<file path="src/rtl/uart_cmd_parser.sv">
`default_nettype none
// ============================================================================
// Module   : uart_cmd_parser
// Brief    : Framed host-command parser placed after the UART receiver.
//            Frame = SYNC, CMD, LEN, LEN payload bytes, CHK (XOR of CMD, LEN
//            and payload). Valid frames are strobed out with opcode/payload.
//            Opcodes 0x01/0x02 set/clear the pause_req level.
// Revision : 1.0 - initial release
// ============================================================================
module uart_cmd_parser #(
    parameter int                   DATA_BIT       = 8,
    parameter int                   MAX_PAYLOAD    = 4,
    parameter int                   TIMEOUT_CYCLES = 100000,
    parameter logic [DATA_BIT-1:0]  SYNC_BYTE      = 8'h55
) (
    input  logic                        clk,
    input  logic                        n_reset,
    input  logic [DATA_BIT-1:0]         rx_data,
    input  logic                        rx_data_valid,
    output logic                        cmd_valid,
    output logic [DATA_BIT-1:0]         cmd_code,
    output logic [3:0]                  cmd_len,
    output logic [8*MAX_PAYLOAD-1:0]    cmd_payload,
    output logic                        pause_req,
    output logic                        frame_error,
    output logic [1:0]                  err_code
);

    localparam int                  PAY_W    = 8 * MAX_PAYLOAD;
    localparam int                  CNT_W    = $clog2(TIMEOUT_CYCLES);
    localparam logic [CNT_W-1:0]    TMO_LAST = CNT_W'(TIMEOUT_CYCLES - 1);
    localparam logic [DATA_BIT-1:0] MAX_LEN  = DATA_BIT'(MAX_PAYLOAD);

    localparam logic [2:0] IDLE  = 3'd0;
    localparam logic [2:0] S_CMD = 3'd1;
    localparam logic [2:0] S_LEN = 3'd2;
    localparam logic [2:0] S_PAY = 3'd3;
    localparam logic [2:0] S_CHK = 3'd4;

    localparam logic [1:0] ERR_LEN = 2'd1;
    localparam logic [1:0] ERR_CHK = 2'd2;
    localparam logic [1:0] ERR_TMO = 2'd3;

    // Frame-in-progress state
    logic [2:0]             state_q, state_d;
    logic [3:0]             idx_q, idx_d;
    logic [DATA_BIT-1:0]    xor_q, xor_d;
    logic [CNT_W-1:0]       cnt_q, cnt_d;
    logic [DATA_BIT-1:0]    code_q, code_d;
    logic [3:0]             len_q, len_d;
    logic [PAY_W-1:0]       pay_q, pay_d;

    // Registered outputs
    logic                   cmd_valid_q, cmd_valid_d;
    logic [DATA_BIT-1:0]    cmd_code_q, cmd_code_d;
    logic [3:0]             cmd_len_q, cmd_len_d;
    logic [PAY_W-1:0]       cmd_payload_q, cmd_payload_d;
    logic                   pause_q, pause_d;
    logic                   frame_error_q, frame_error_d;
    logic [1:0]             err_code_q, err_code_d;

    // Next-state logic: timeout has priority over any byte on the same cycle
    always_comb begin
        state_d       = state_q;
        idx_d         = idx_q;
        xor_d         = xor_q;
        cnt_d         = cnt_q;
        code_d        = code_q;
        len_d         = len_q;
        pay_d         = pay_q;
        cmd_valid_d   = 1'b0;
        cmd_code_d    = cmd_code_q;
        cmd_len_d     = cmd_len_q;
        cmd_payload_d = cmd_payload_q;
        pause_d       = pause_q;
        frame_error_d = 1'b0;
        err_code_d    = err_code_q;

        if ((state_q != IDLE) && (cnt_q == TMO_LAST)) begin
            state_d       = IDLE;
            cnt_d         = '0;
            idx_d         = '0;
            frame_error_d = 1'b1;
            err_code_d    = ERR_TMO;
        end else begin
            // Counter only runs mid-frame and restarts on every accepted byte
            if ((state_q == IDLE) || rx_data_valid) begin
                cnt_d = '0;
            end else begin
                cnt_d = cnt_q + 1'b1;
            end

            if (rx_data_valid) begin
                case (state_q)
                    IDLE: begin
                        if (rx_data == SYNC_BYTE) begin
                            state_d = S_CMD;
                        end
                    end
                    S_CMD: begin
                        code_d  = rx_data;
                        xor_d   = rx_data;
                        state_d = S_LEN;
                    end
                    S_LEN: begin
                        if (rx_data > MAX_LEN) begin
                            frame_error_d = 1'b1;
                            err_code_d    = ERR_LEN;
                            state_d       = IDLE;
                        end else begin
                            len_d   = rx_data[3:0];
                            xor_d   = xor_q ^ rx_data;
                            idx_d   = '0;
                            // Clearing here leaves bytes beyond LEN at zero
                            pay_d   = '0;
                            state_d = (rx_data == '0) ? S_CHK : S_PAY;
                        end
                    end
                    S_PAY: begin
                        for (int i = 0; i < MAX_PAYLOAD; i++) begin
                            if (idx_q == i[3:0]) begin
                                pay_d[i*8 +: 8] = rx_data;
                            end
                        end
                        xor_d = xor_q ^ rx_data;
                        idx_d = idx_q + 4'd1;
                        if ((idx_q + 4'd1) == len_q) begin
                            state_d = S_CHK;
                        end
                    end
                    S_CHK: begin
                        if (rx_data == xor_q) begin
                            cmd_valid_d   = 1'b1;
                            cmd_code_d    = code_q;
                            cmd_len_d     = len_q;
                            cmd_payload_d = pay_q;
                            if (code_q == 8'h01) begin
                                pause_d = 1'b1;
                            end else if (code_q == 8'h02) begin
                                pause_d = 1'b0;
                            end
                        end else begin
                            frame_error_d = 1'b1;
                            err_code_d    = ERR_CHK;
                        end
                        idx_d   = '0;
                        state_d = IDLE;
                    end
                    default: begin
                        state_d = IDLE;
                    end
                endcase
            end
        end
    end

    // State and output registers; reset aborts any frame without a strobe
    always_ff @(posedge clk or negedge n_reset) begin
        if (!n_reset) begin
            state_q       <= IDLE;
            idx_q         <= '0;
            xor_q         <= '0;
            cnt_q         <= '0;
            code_q        <= '0;
            len_q         <= '0;
            pay_q         <= '0;
            cmd_valid_q   <= 1'b0;
            cmd_code_q    <= '0;
            cmd_len_q     <= '0;
            cmd_payload_q <= '0;
            pause_q       <= 1'b0;
            frame_error_q <= 1'b0;
            err_code_q    <= '0;
        end else begin
            state_q       <= state_d;
            idx_q         <= idx_d;
            xor_q         <= xor_d;
            cnt_q         <= cnt_d;
            code_q        <= code_d;
            len_q         <= len_d;
            pay_q         <= pay_d;
            cmd_valid_q   <= cmd_valid_d;
            cmd_code_q    <= cmd_code_d;
            cmd_len_q     <= cmd_len_d;
            cmd_payload_q <= cmd_payload_d;
            pause_q       <= pause_d;
            frame_error_q <= frame_error_d;
            err_code_q    <= err_code_d;
        end
    end

    assign cmd_valid   = cmd_valid_q;
    assign cmd_code    = cmd_code_q;
    assign cmd_len     = cmd_len_q;
    assign cmd_payload = cmd_payload_q;
    assign pause_req   = pause_q;
    assign frame_error = frame_error_q;
    assign err_code    = err_code_q;

endmodule
`default_nettype wire
</file>
<file path="config.mk">
export PLATFORM = sky130hd
export DESIGN_NAME = uart_cmd_parser
export DESIGN_NICKNAME = d
export VERILOG_FILES = /design/src/rtl/uart_cmd_parser.sv
export SDC_FILE = /design/constraint.sdc
export NUM_CORES = 1
export LEC_CHECK = 0
export BUFFER_PORTS_ARGS = -buffer_cell sky130_fd_sc_hd__buf_2
export CAP_MARGIN = 20
export CORE_MARGIN = 10
export CORE_UTILIZATION = 45
export DETAILED_ROUTE_END_ITERATION = 7
export SLEW_MARGIN = 30
export SYNTH_ARGS = -nofsm -noshare
export SYNTH_HDL_FRONTEND = slang
export SYNTH_SLANG_ARGS = --single-unit
</file>
<file path="constraint.sdc">
create_clock -name clk -period 3.6 [get_ports clk]
set_input_delay 0.72 -clock clk [delete_from_list [all_inputs] [get_ports clk]]
set_output_delay 0.72 -clock clk [all_outputs]
set_load 0.03 [all_outputs]
</file>
# Word-level counts from Yosys, hierarchy flattened
# Cells that the tools add are included.
# classes
n_addsub	2
n_mul	0
div	0
magnitude_cmp	1
n_eq_ne	23
shift	0
mux	37
bitwise_logic	3
n_reduce_logical	24
# ops
operator	count
$pmux W32 S2	1
$mux W8	5
$mux W17	2
$mux W32	1
$reduce_and A5 Y1	5
$pmux W8 S3	1
$mux W3	6
$add A17 B1 Y17 const B	1
$eq A17 B17 Y1 const B	1
$reduce_and A4 Y1	4
$mux W4	3
$ne A3 B3 Y1 const B	4
$pmux W3 S4	1
$pmux W4 S3	1
$mux W1	10
$ne A2 B2 Y1 const B	5
$reduce_and A3 Y1	3
$reduce_bool A3 Y1	3
$eq A4 B2 Y1 const B	2
$eq A8 B1 Y1 const B	1
$eq A8 B2 Y1 const B	1
$eq A8 B7 Y1 const B	1
$eq A8 B8 Y1	1
$gt A8 B3 Y1 const B	1
19 further kinds	26
# word_totals
ff_bits	125
latchBits	0
ramBits	0
mem_bits_ro	0
input_bits	11
elab_cells	107
n_memories	0

# Longest topological paths before layout
# Gate-level depths: netlist of the first run.
# logic_depth
ltp_word	6
mapped_depth	9
depth_no_buf	6

# Worst setup path before layout of the first run
# Ideal clock, no wire load.
# synth_path
path_type	input to register
start	input rx_data[6]
end	register cmd_code_q[0] (netlist: cmd_code[0])
setup_time_ns	0.125
t_arrival_ns	2.302
setup_slack_ns	1.173
stages	8
path_buffers	3
cell_sequence	buf_2 -> xnor2_1 -> nand4_1 -> or2_1 -> or3_1 -> buf_6 -> buf_6 -> mux2_4
# synth_between
elab_chain_cells	2
# synth_rtl
item	line_no	source
start, declared	18	input logic [DATA_BIT-1:0] rx_data,
$eq A8 B8 Y1	132	if (rx_data == xor_q) begin
$reduce_and A4 Y1 (no source line)	-	
end signal, assigned	183	cmd_code_q <= cmd_code_d;
end, declared	55	logic [DATA_BIT-1:0] cmd_code_q, cmd_code_d;
# Every way passes these cells.
# A chain may end at the register's enable or synchronous reset.

# Final worst setup path of the first run
# layout_path
start	register cnt_q[0]
end	register cmd_payload_q[2] (netlist: cmd_payload[2])
# layout_between
elab_chain_cells	4
# layout_rtl
item	line_no	source
start, declared	48	logic [CNT_W-1:0] cnt_q, cnt_d;
start signal, assigned	178	cnt_q <= cnt_d;
$eq A17 B17 Y1	79	if ((state_q != IDLE) && (cnt_q == TMO_LAST)) begin
$logic_and A1 B1 Y1	79	
$not A1 Y1 (no source line)	-	
$reduce_and A4 Y1 (no source line)	-	
end signal, assigned	185	cmd_payload_q <= cmd_payload_d;
end, declared	57	logic [PAY_W-1:0] cmd_payload_q, cmd_payload_d;
# Every way passes these cells.

==> impl_metrics.xml, run 1 <==
<?xml version="1.0" encoding="UTF-8"?>
<metrics>
  <group name="setup_path">
    <metric name="rrSetupSlack" unit="ns">0.96</metric>
    <metric name="timing.critical_path.from_type" unit="">flop</metric>
    <metric name="timing.critical_path.to_type" unit="">flop</metric>
    <metric name="worst_r2r_startpoint" unit="">cnt_q[0]</metric>
    <metric name="timing.critical_path.slowest_cell_delay" unit="ns">0.67</metric>
    <metric name="top_cell_family_by_delay_on_the_critical_path" unit="">simple AND/OR/NAND/NOR gates</metric>
    <metric name="crit_top_cell" unit="">sky130_fd_sc_hd__and4_1</metric>
    <metric name="worst-endpoint-arrival" unit="ns">2.93</metric>
    <metric name="path_class" unit="">flop to flop</metric>
    <metric name="timing.critical_path.buf_inv" unit="">1</metric>
    <metric name="crit_required" unit="ns">3.90</metric>
    <metric name="r2r.worst_path.cells" unit="">6</metric>
    <metric name="crit_slowest_cell" unit="">sky130_fd_sc_hd__or3_2</metric>
    <metric name="critical_path.reg2reg.endpoint" unit="">cmd_payload[2]</metric>
    <metric name="critical_path.cell_chain" unit="">ha_1 -&gt; and4_1 -&gt; and4_1 -&gt; or3_2 -&gt; buf_12 -&gt; mux2_1</metric>
    <metric name="crit_fanout" unit="">39</metric>
  </group>
  <group name="yosys">
    <metric name="synthDominantCellAreaShare" unit="%">53.7</metric>
    <metric name="synth_top_flop_cell" unit="">sky130_fd_sc_hd__dfrtp_1</metric>
    <metric name="synth-seq-cells" unit="">125</metric>
    <metric name="synth_commonest_cells" unit="">sky130_fd_sc_hd__dfrtp_1, sky130_fd_sc_hd__mux2_4, sky130_fd_sc_hd__mux2_1</metric>
    <metric name="synthCells" unit="">459</metric>
    <metric name="synth-async-reset-ratio" unit="%">100</metric>
    <metric name="synth_edf_count" unit="">0</metric>
    <metric name="synth_most_common_cell" unit="">sky130_fd_sc_hd__dfrtp_1</metric>
    <metric name="post_synth.cell_area_avg" unit="sq um">12.7</metric>
    <metric name="synth-seq-area-share" unit="%">53.7</metric>
    <metric name="synth_area_leader_cell" unit="">sky130_fd_sc_hd__dfrtp_1</metric>
    <metric name="ys_types" unit="">47</metric>
    <metric name="post_synth_main_area_contributors" unit="">sky130_fd_sc_hd__dfrtp_1, sky130_fd_sc_hd__mux2_4, sky130_fd_sc_hd__mux2_1, sky130_fd_sc_hd__xnor2_1, sky130_fd_sc_hd__a21oi_1</metric>
    <metric name="mappedNetlistArea" unit="sq um">5830</metric>
    <metric name="yosys_warnings" unit="">0</metric>
    <metric name="mappedNetlistNets" unit="">475</metric>
  </group>
  <group name="routing">
    <metric name="vias" unit="">3623</metric>
    <metric name="route.detailed.vias_per_inst" unit="">5.17</metric>
    <metric name="detailed_router_s_first_iteration_violation_count" unit="">237</metric>
    <metric name="drt_pass_1_iters" unit="">4</metric>
    <metric name="route.final.wire_length" unit="um">11600</metric>
    <metric name="post_drt_wl_per_cell" unit="um">16.5</metric>
    <metric name="route.antenna.remaining_nets" unit="">0</metric>
    <metric name="detail_route.drc_violations" unit="">0</metric>
  </group>
  <group name="grt">
    <metric name="grt_overflow_total" unit="">0</metric>
    <metric name="grt_start_max_net_pins" unit="">45</metric>
    <metric name="number_of_global_route_vias_before_repair" unit="">3733</metric>
    <metric name="first_pass_grt_wire_length" unit="um">19800</metric>
    <metric name="grt_usage" unit="%">13.7</metric>
    <metric name="antenna_found_initial" unit="">0</metric>
  </group>
  <group name="place">
    <metric name="place.detailed.hpwl" unit="um">8180</metric>
    <metric name="port_buffers" unit="">59</metric>
    <metric name="routabilityCongestion" unit="">0.794</metric>
  </group>
  <group name="sta">
    <metric name="final-max-slew-violation-count" unit="">0</metric>
    <metric name="fin_worst_skew" unit="ns">0.00707</metric>
    <metric name="finalHoldWorstSlack" unit="ns">0.293</metric>
    <metric name="tightestPinTransition" unit="ns">0.619</metric>
    <metric name="setup_viol" unit="">0</metric>
    <metric name="clock.fmax" unit="MHz">379</metric>
    <metric name="grt_setup_unrepaired" unit="">false</metric>
    <metric name="hold_viol_final" unit="">0</metric>
    <metric name="slew_headroom" unit="%">58.6</metric>
    <metric name="period_share" unit="%">73.3</metric>
    <metric name="post-route-min-period" unit="ns">2.64</metric>
    <metric name="fin_tns_setup" unit="ns">0</metric>
  </group>
  <group name="clock_tree">
    <metric name="post-cts-setup-buffer-count" unit="">0</metric>
    <metric name="clockBufferDepth" unit="">2</metric>
    <metric name="cts_tree" unit="">yes</metric>
    <metric name="post_cts.resized_instances" unit="">0</metric>
    <metric name="root_buffer" unit="">sky130_fd_sc_hd__clkbuf_16</metric>
    <metric name="cts_num_sinks" unit="">125</metric>
    <metric name="cts_inserted_buffers" unit="">17</metric>
    <metric name="cts_hold_repair.buffers" unit="">0</metric>
    <metric name="h_tree_depth" unit="">4</metric>
    <metric name="insertion_delay" unit="ns">0.41</metric>
    <metric name="path_clk_slew" unit="ns">0.06</metric>
  </group>
  <group name="status">
    <metric name="run_status" unit="">complete, no violations</metric>
  </group>
  <group name="finish">
    <metric name="diodes" unit="">0</metric>
    <metric name="fin_nets" unit="">533</metric>
    <metric name="area_growth" unit="%">15.8</metric>
    <metric name="share_of_layout_cells_above_drive_strength_1" unit="%">28.5</metric>
  </group>
  <group name="pwr">
    <metric name="combinationalPowerShare" unit="%">17.9</metric>
    <metric name="switch_share" unit="%">29.6</metric>
    <metric name="peakVddDrop" unit="V">0.000411</metric>
    <metric name="internal_power" unit="W">0.00284</metric>
    <metric name="sequentialPowerShare" unit="%">44.6</metric>
    <metric name="leakage" unit="nW">3.44</metric>
    <metric name="power.density" unit="nW/um^2">598</metric>
    <metric name="power.switching" unit="W">0.00120</metric>
    <metric name="pwr-share-clk" unit="%">37.5</metric>
  </group>
  <group name="die">
    <metric name="chipHeight" unit="um">134</metric>
    <metric name="die_w" unit="um">134</metric>
    <metric name="ios" unit="">60</metric>
    <metric name="fp.dieArea" unit="sq um">17900</metric>
    <metric name="rows" unit="">41</metric>
    <metric name="design.core.area" unit="sq um">12700</metric>
    <metric name="initial_utilization" unit="%">46.0</metric>
  </group>
  <group name="min_path">
    <metric name="worst_hold_path_type" unit="">input port to asynchronous set/reset pin</metric>
  </group>
  <group name="job">
    <metric name="maxCapViolations" unit="">0</metric>
  </group>
</metrics>
routing by layer:
metal,vias up,track usage [%],share of wire (%),wire (um)
li1,1754,-,-,-
met4,0,5.32,1.7,193
met2,75,19.7,44,5130
met1,1777,18.5,48,5610
met3,17,5.04,5.7,664
met5,-,0,0,0
placed cells by master, fill, tap and decap left out, types with 10 or more instances in the layout:
| cell | instances |
|---|---|
| sky130_fd_sc_hd__dfrtp_1 | 125 |
| sky130_fd_sc_hd__buf_2 | 58 |
| sky130_fd_sc_hd__mux2_4 | 40 |
| sky130_fd_sc_hd__mux2_1 | 36 |
| sky130_fd_sc_hd__nor2_1 | 26 |
| sky130_fd_sc_hd__a21oi_1 | 26 |
| sky130_fd_sc_hd__nand2_1 | 20 |
| sky130_fd_sc_hd__clkbuf_16 | 17 |
| sky130_fd_sc_hd__xnor2_1 | 16 |
| sky130_fd_sc_hd__nand3_1 | 15 |
| sky130_fd_sc_hd__and3_1 | 12 |
| sky130_fd_sc_hd__mux2_2 | 11 |
| sky130_fd_sc_hd__nor3_1 | 10 |
cell type report:
cell class                 count  area (sq um)
fill                        1116          5920
inverter                       7          26.3
multi-input combinational    301          2490
timing repair buffer          65           355
tap                          172           215
sequential                   125          3130
clock buffer                  21           460
clock inverter                10          68.8
power by group through the flow:
stage,Clock (W),Sequential [W],Combinational [W]
floorplan,0,0.00178,0.000571
global placement,0,0.00182,0.000710
detailed placement,0,0.00182,0.000729
CTS,0.00155,0.00180,0.000735
global route,0.00162,0.00183,0.000816
finish,0.00151,0.00180,0.000723
sequential cells by signal (all words and copies together), names as in the netlist:
name / count
cmd_code: 8
cmd_len: 4
cmd_payload: 32
cmd_valid: 1
cnt_q: 17
code_q: 8
err_code: 2
frame_error: 1
idx_q: 4
len_q: 4
pause_req: 1
pay_q: 32
state_q: 3
xor_q: 8
per-stage QoR:
step / cells / utilization [%] / setup slack, ns / instance area, sq um / power [W]
6_report: 701 / 53.3 / 0.962 / 6750 / 0.00403
5_1_grt: 701 / 53.3 / 0.853 / 6750 / 0.00427
4_1_cts: 701 / 53.3 / 0.963 / 6750 / 0.00409
3_5_place_dp: 670 / 49.1 / 0.705 / 6220 / 0.00255
3_3_place_gp: 670 / 49.1 / 0.734 / 6220 / 0.00253
2_1_floorplan: 459 / - / 1.17 / 5830 / 0.00235
cells by family (layout without fill, tap and decap cells):
| group | count (synthesis) | in the layout | share of synthesized area, % |
|---|---|---|---|
| buffers and inverters | 33 | 103 | 3.56 |
| XOR/XNOR | 26 | 26 | 4.16 |
| adder cells (fa/ha/maj) | 5 | 5 | 1.07 |
| flip-flops | 125 | 125 | 53.7 |
| multiplexers | 95 | 95 | 20.8 |
| AND/OR/NAND/NOR | 127 | 127 | 11.9 |
| AO/OA/AOI/OAI | 48 | 48 | 4.92 |
worst max-delay path by stage:
stage,slack (ns),endpoint,depth (start not counted),from
final,0.96,cmd_payload[2],6,cnt_q[0]
after floorplan,1.17,cmd_code[0],8,rx_data[6]
after global placement,0.73,cmd_payload[2],7,rx_data[0]
after detailed placement,0.71,cmd_payload[1],7,rx_data[0]
after CTS,0.96,cmd_payload[2],6,cnt_q[0]
after global routing,0.85,cmd_payload[2],6,cnt_q[0]
Note: power is estimated with default switching activity, not from simulation.
==> inputs of run 2 (changes only) <==
--- a/config.mk
+++ b/config.mk
@@ -10,6 +10,7 @@
 export CORE_MARGIN = 10
 export CORE_UTILIZATION = 45
 export DETAILED_ROUTE_END_ITERATION = 7
+export PLACE_DENSITY = 0.66
 export SLEW_MARGIN = 30
 export SYNTH_ARGS = -nofsm -noshare
 export SYNTH_HDL_FRONTEND = slang
==> constraint.sdc (replaced) <==
create_clock -name clk -period 2.29 [get_ports clk]
set_input_delay 0.458 -clock clk [delete_from_list [all_inputs] [get_ports clk]]
set_output_delay 0.458 -clock clk [all_outputs]
set_load 0.03 [all_outputs]
==> run 2 against run 1 <==
  * Non-clock buffer count rose by 27
  * Power rose by 66%
  * Register-to-register slack got worse by 0.96 ns
  * Worst hold slack got worse by 0.29 ns
  * Fmax rose by 15%
  * Clock power rose by 75%
  * Critical endpoint is now pay_q[10]
==> impl_metrics.xml, run 2 (synthesis results as in run 1) <==
<?xml version="1.0" encoding="UTF-8"?>
<metrics>
  <group name="sta">
    <metric name="slew_headroom" unit="%">59.1</metric>
    <metric name="hold_viol_final" unit="">0</metric>
    <metric name="post-route-min-period" unit="ns">2.29</metric>
    <metric name="grt_setup_unrepaired" unit="">true</metric>
    <metric name="period_share" unit="%">99.8</metric>
    <metric name="setup_viol" unit="">0</metric>
    <metric name="fin_worst_skew" unit="ns">0.00964</metric>
    <metric name="tightestPinTransition" unit="ns">0.612</metric>
    <metric name="fin_tns_setup" unit="ns">0</metric>
    <metric name="clock.fmax" unit="MHz">437</metric>
    <metric name="final-max-slew-violation-count" unit="">0</metric>
    <metric name="post-route-worst-setup-slack" unit="ns">0.00410</metric>
  </group>
  <group name="clock_tree">
    <metric name="root_buffer" unit="">sky130_fd_sc_hd__clkbuf_16</metric>
    <metric name="cts_inserted_buffers" unit="">17</metric>
    <metric name="clockBufferDepth" unit="">2</metric>
    <metric name="cts_tree" unit="">yes</metric>
    <metric name="insertion_delay" unit="ns">0.42</metric>
    <metric name="h_tree_depth" unit="">4</metric>
    <metric name="path_clk_slew" unit="ns">0.06</metric>
    <metric name="cts_num_sinks" unit="">125</metric>
  </group>
  <group name="setup_path">
    <metric name="crit_slowest_cell" unit="">sky130_fd_sc_hd__or3_1</metric>
    <metric name="critical_path.cell_chain" unit="">ha_1 -&gt; and4_1 -&gt; nand4_1 -&gt; nand2b_1 -&gt; or3_1 -&gt; mux2_1</metric>
    <metric name="crit_fanout" unit="">8</metric>
    <metric name="top_cell_family_by_delay_on_the_critical_path" unit="">simple AND/OR/NAND/NOR gates</metric>
    <metric name="timing.critical_path.from_type" unit="">flop</metric>
    <metric name="crit_required" unit="ns">2.59</metric>
    <metric name="worst-endpoint-arrival" unit="ns">2.58</metric>
    <metric name="timing.critical_path.slowest_cell_delay" unit="ns">0.55</metric>
    <metric name="path_class" unit="">flop to flop</metric>
    <metric name="timing.critical_path.buf_inv" unit="">0</metric>
    <metric name="timing.critical_path.to_type" unit="">flop</metric>
  </group>
  <group name="place">
    <metric name="place.detailed.hpwl" unit="um">8900</metric>
    <metric name="dp_worst_setup_slack" unit="ns">-0.155</metric>
    <metric name="dpl_cell_area" unit="sq um">6430</metric>
    <metric name="routabilityCongestion" unit="">0.840</metric>
    <metric name="port_buffers" unit="">59</metric>
  </group>
  <group name="routing">
    <metric name="detailed_router_s_first_iteration_violation_count" unit="">307</metric>
    <metric name="post_drt_wl_per_cell" unit="um">17.1</metric>
    <metric name="route.detailed.vias_per_inst" unit="">5.22</metric>
    <metric name="detail_route.drc_violations" unit="">0</metric>
    <metric name="route.final.wire_length" unit="um">12400</metric>
    <metric name="vias" unit="">3801</metric>
    <metric name="route.antenna.remaining_nets" unit="">0</metric>
    <metric name="drt_pass_1_iters" unit="">5</metric>
  </group>
  <group name="die">
    <metric name="ios" unit="">60</metric>
    <metric name="chipHeight" unit="um">134</metric>
    <metric name="die_w" unit="um">134</metric>
    <metric name="initial_utilization" unit="%">46.0</metric>
    <metric name="fp.dieArea" unit="sq um">17900</metric>
    <metric name="rows" unit="">41</metric>
    <metric name="design.core.area" unit="sq um">12700</metric>
  </group>
  <group name="finish">
    <metric name="fin_nets" unit="">560</metric>
    <metric name="area_growth" unit="%">21.1</metric>
    <metric name="diodes" unit="">0</metric>
    <metric name="design_area" unit="sq um">7060</metric>
    <metric name="share_of_layout_cells_above_drive_strength_1" unit="%">32.4</metric>
    <metric name="final_cell_mix" unit="">sky130_fd_sc_hd__dfrtp_1, sky130_fd_sc_hd__buf_2, sky130_fd_sc_hd__mux2_4</metric>
    <metric name="final_core_util" unit="%">55.7</metric>
    <metric name="layout.cells.most_common" unit="">sky130_fd_sc_hd__dfrtp_1</metric>
  </group>
  <group name="pwr">
    <metric name="power.density" unit="nW/um^2">947</metric>
    <metric name="leakage" unit="nW">3.64</metric>
    <metric name="power" unit="W">0.00668</metric>
    <metric name="peakVddDrop" unit="V">0.000974</metric>
  </group>
  <group name="grt">
    <metric name="antenna_found_initial" unit="">0</metric>
    <metric name="grt_start_max_net_pins" unit="">51</metric>
    <metric name="first_pass_grt_wire_length" unit="um">20600</metric>
    <metric name="grt_overflow_total" unit="">0</metric>
    <metric name="grt_usage" unit="%">14.3</metric>
    <metric name="number_of_global_route_vias_before_repair" unit="">3932</metric>
  </group>
  <group name="min_path">
    <metric name="worst_hold_path_type" unit="">input port to asynchronous set/reset pin</metric>
  </group>
  <group name="job">
    <metric name="maxCapViolations" unit="">0</metric>
  </group>
  <group name="status">
    <metric name="run_status" unit="">complete, no violations</metric>
  </group>
</metrics>
==> run 2: changes by cell type in the layout (fill, tap and decap cells not counted), moves of 2 or more <==
cell	previous run	this run
sky130_fd_sc_hd__buf_4	6	30
sky130_fd_sc_hd__buf_12	1	3
sky130_fd_sc_hd__clkbuf_8	2	0
sky130_fd_sc_hd__clkinv_2	3	5
sky130_fd_sc_hd__bufinv_16	0	3
sky130_fd_sc_hd__clkinvlp_4	6	2
==> run 2: power by group <==
part | leakage [nW] | switching, W | internal [W]
clock network | 0.282 | 0.000950 | 0.00169
logic | 1.66 | 0.000675 | 0.000561
registers | 1.70 | 0.000282 | 0.00252
total | 3.64 | 0.00191 | 0.00478
==> run 2: routing by layer <==
| layer | wire length (um) | track usage (%) | vias to the layer above |
|---|---|---|---|
| li1 | - | - | 1801 |
| met1 | 6030 | 19.1 | 1892 |
| met2 | 5540 | 20.2 | 96 |
| met3 | 739 | 5.79 | 12 |
| met4 | 129 | 5.50 | 0 |
| met5 | 0 | 0 | - |
==> run 2: final cells by class <==
type / instances / area (sq um)
fill: 1067 / 5610
clock inverter: 12 / 148
clock buffer: 19 / 433
tap: 172 / 215
timing repair buffer: 92 / 601
sequential: 125 / 3130
inverter: 7 / 26.3
multi-input combinational: 301 / 2510
==> run 2: per-stage QoR <==
stage / std cells / hold slack [ns]
3_3_place_gp: 695 / 0.442
6_report: 728 / 0.00215
4_1_cts: 726 / 0.00417
2_1_floorplan: 459 / 0.162
5_1_grt: 728 / 0.0194
3_5_place_dp: 695 / 0.452
==> run 2: repair_timing <==
item                                    CTS  global route
resized for setup                         0             3
hold endpoints to repair                  0             0
pin swaps                                 0             2
hold buffers                              0             0
buffers inserted                          0             1
gates cloned                              0             1
endpoints found under the setup margin   14            66
==> run 2: worst paths after layout <==
| check | startpoint | endpoint | slack (ns) | cells after the start |
|---|---|---|---|---|
| max reg2reg | cnt_q[0] | pay_q[10] | 0.004 | 6 |
| max in group asynchronous | n_reset | cmd_payload[25] | 1.68 | 2 |
| min | n_reset | cmd_payload[12] | 0.002 | 1 |
| min reg2reg | cnt_q[0] | cnt_q[0] | 0.47 | 1 |
| max | cnt_q[0] | pay_q[10] | 0.004 | 6 |
| min in group clk | rx_data_valid | cnt_q[4] | 0.38 | 2 |
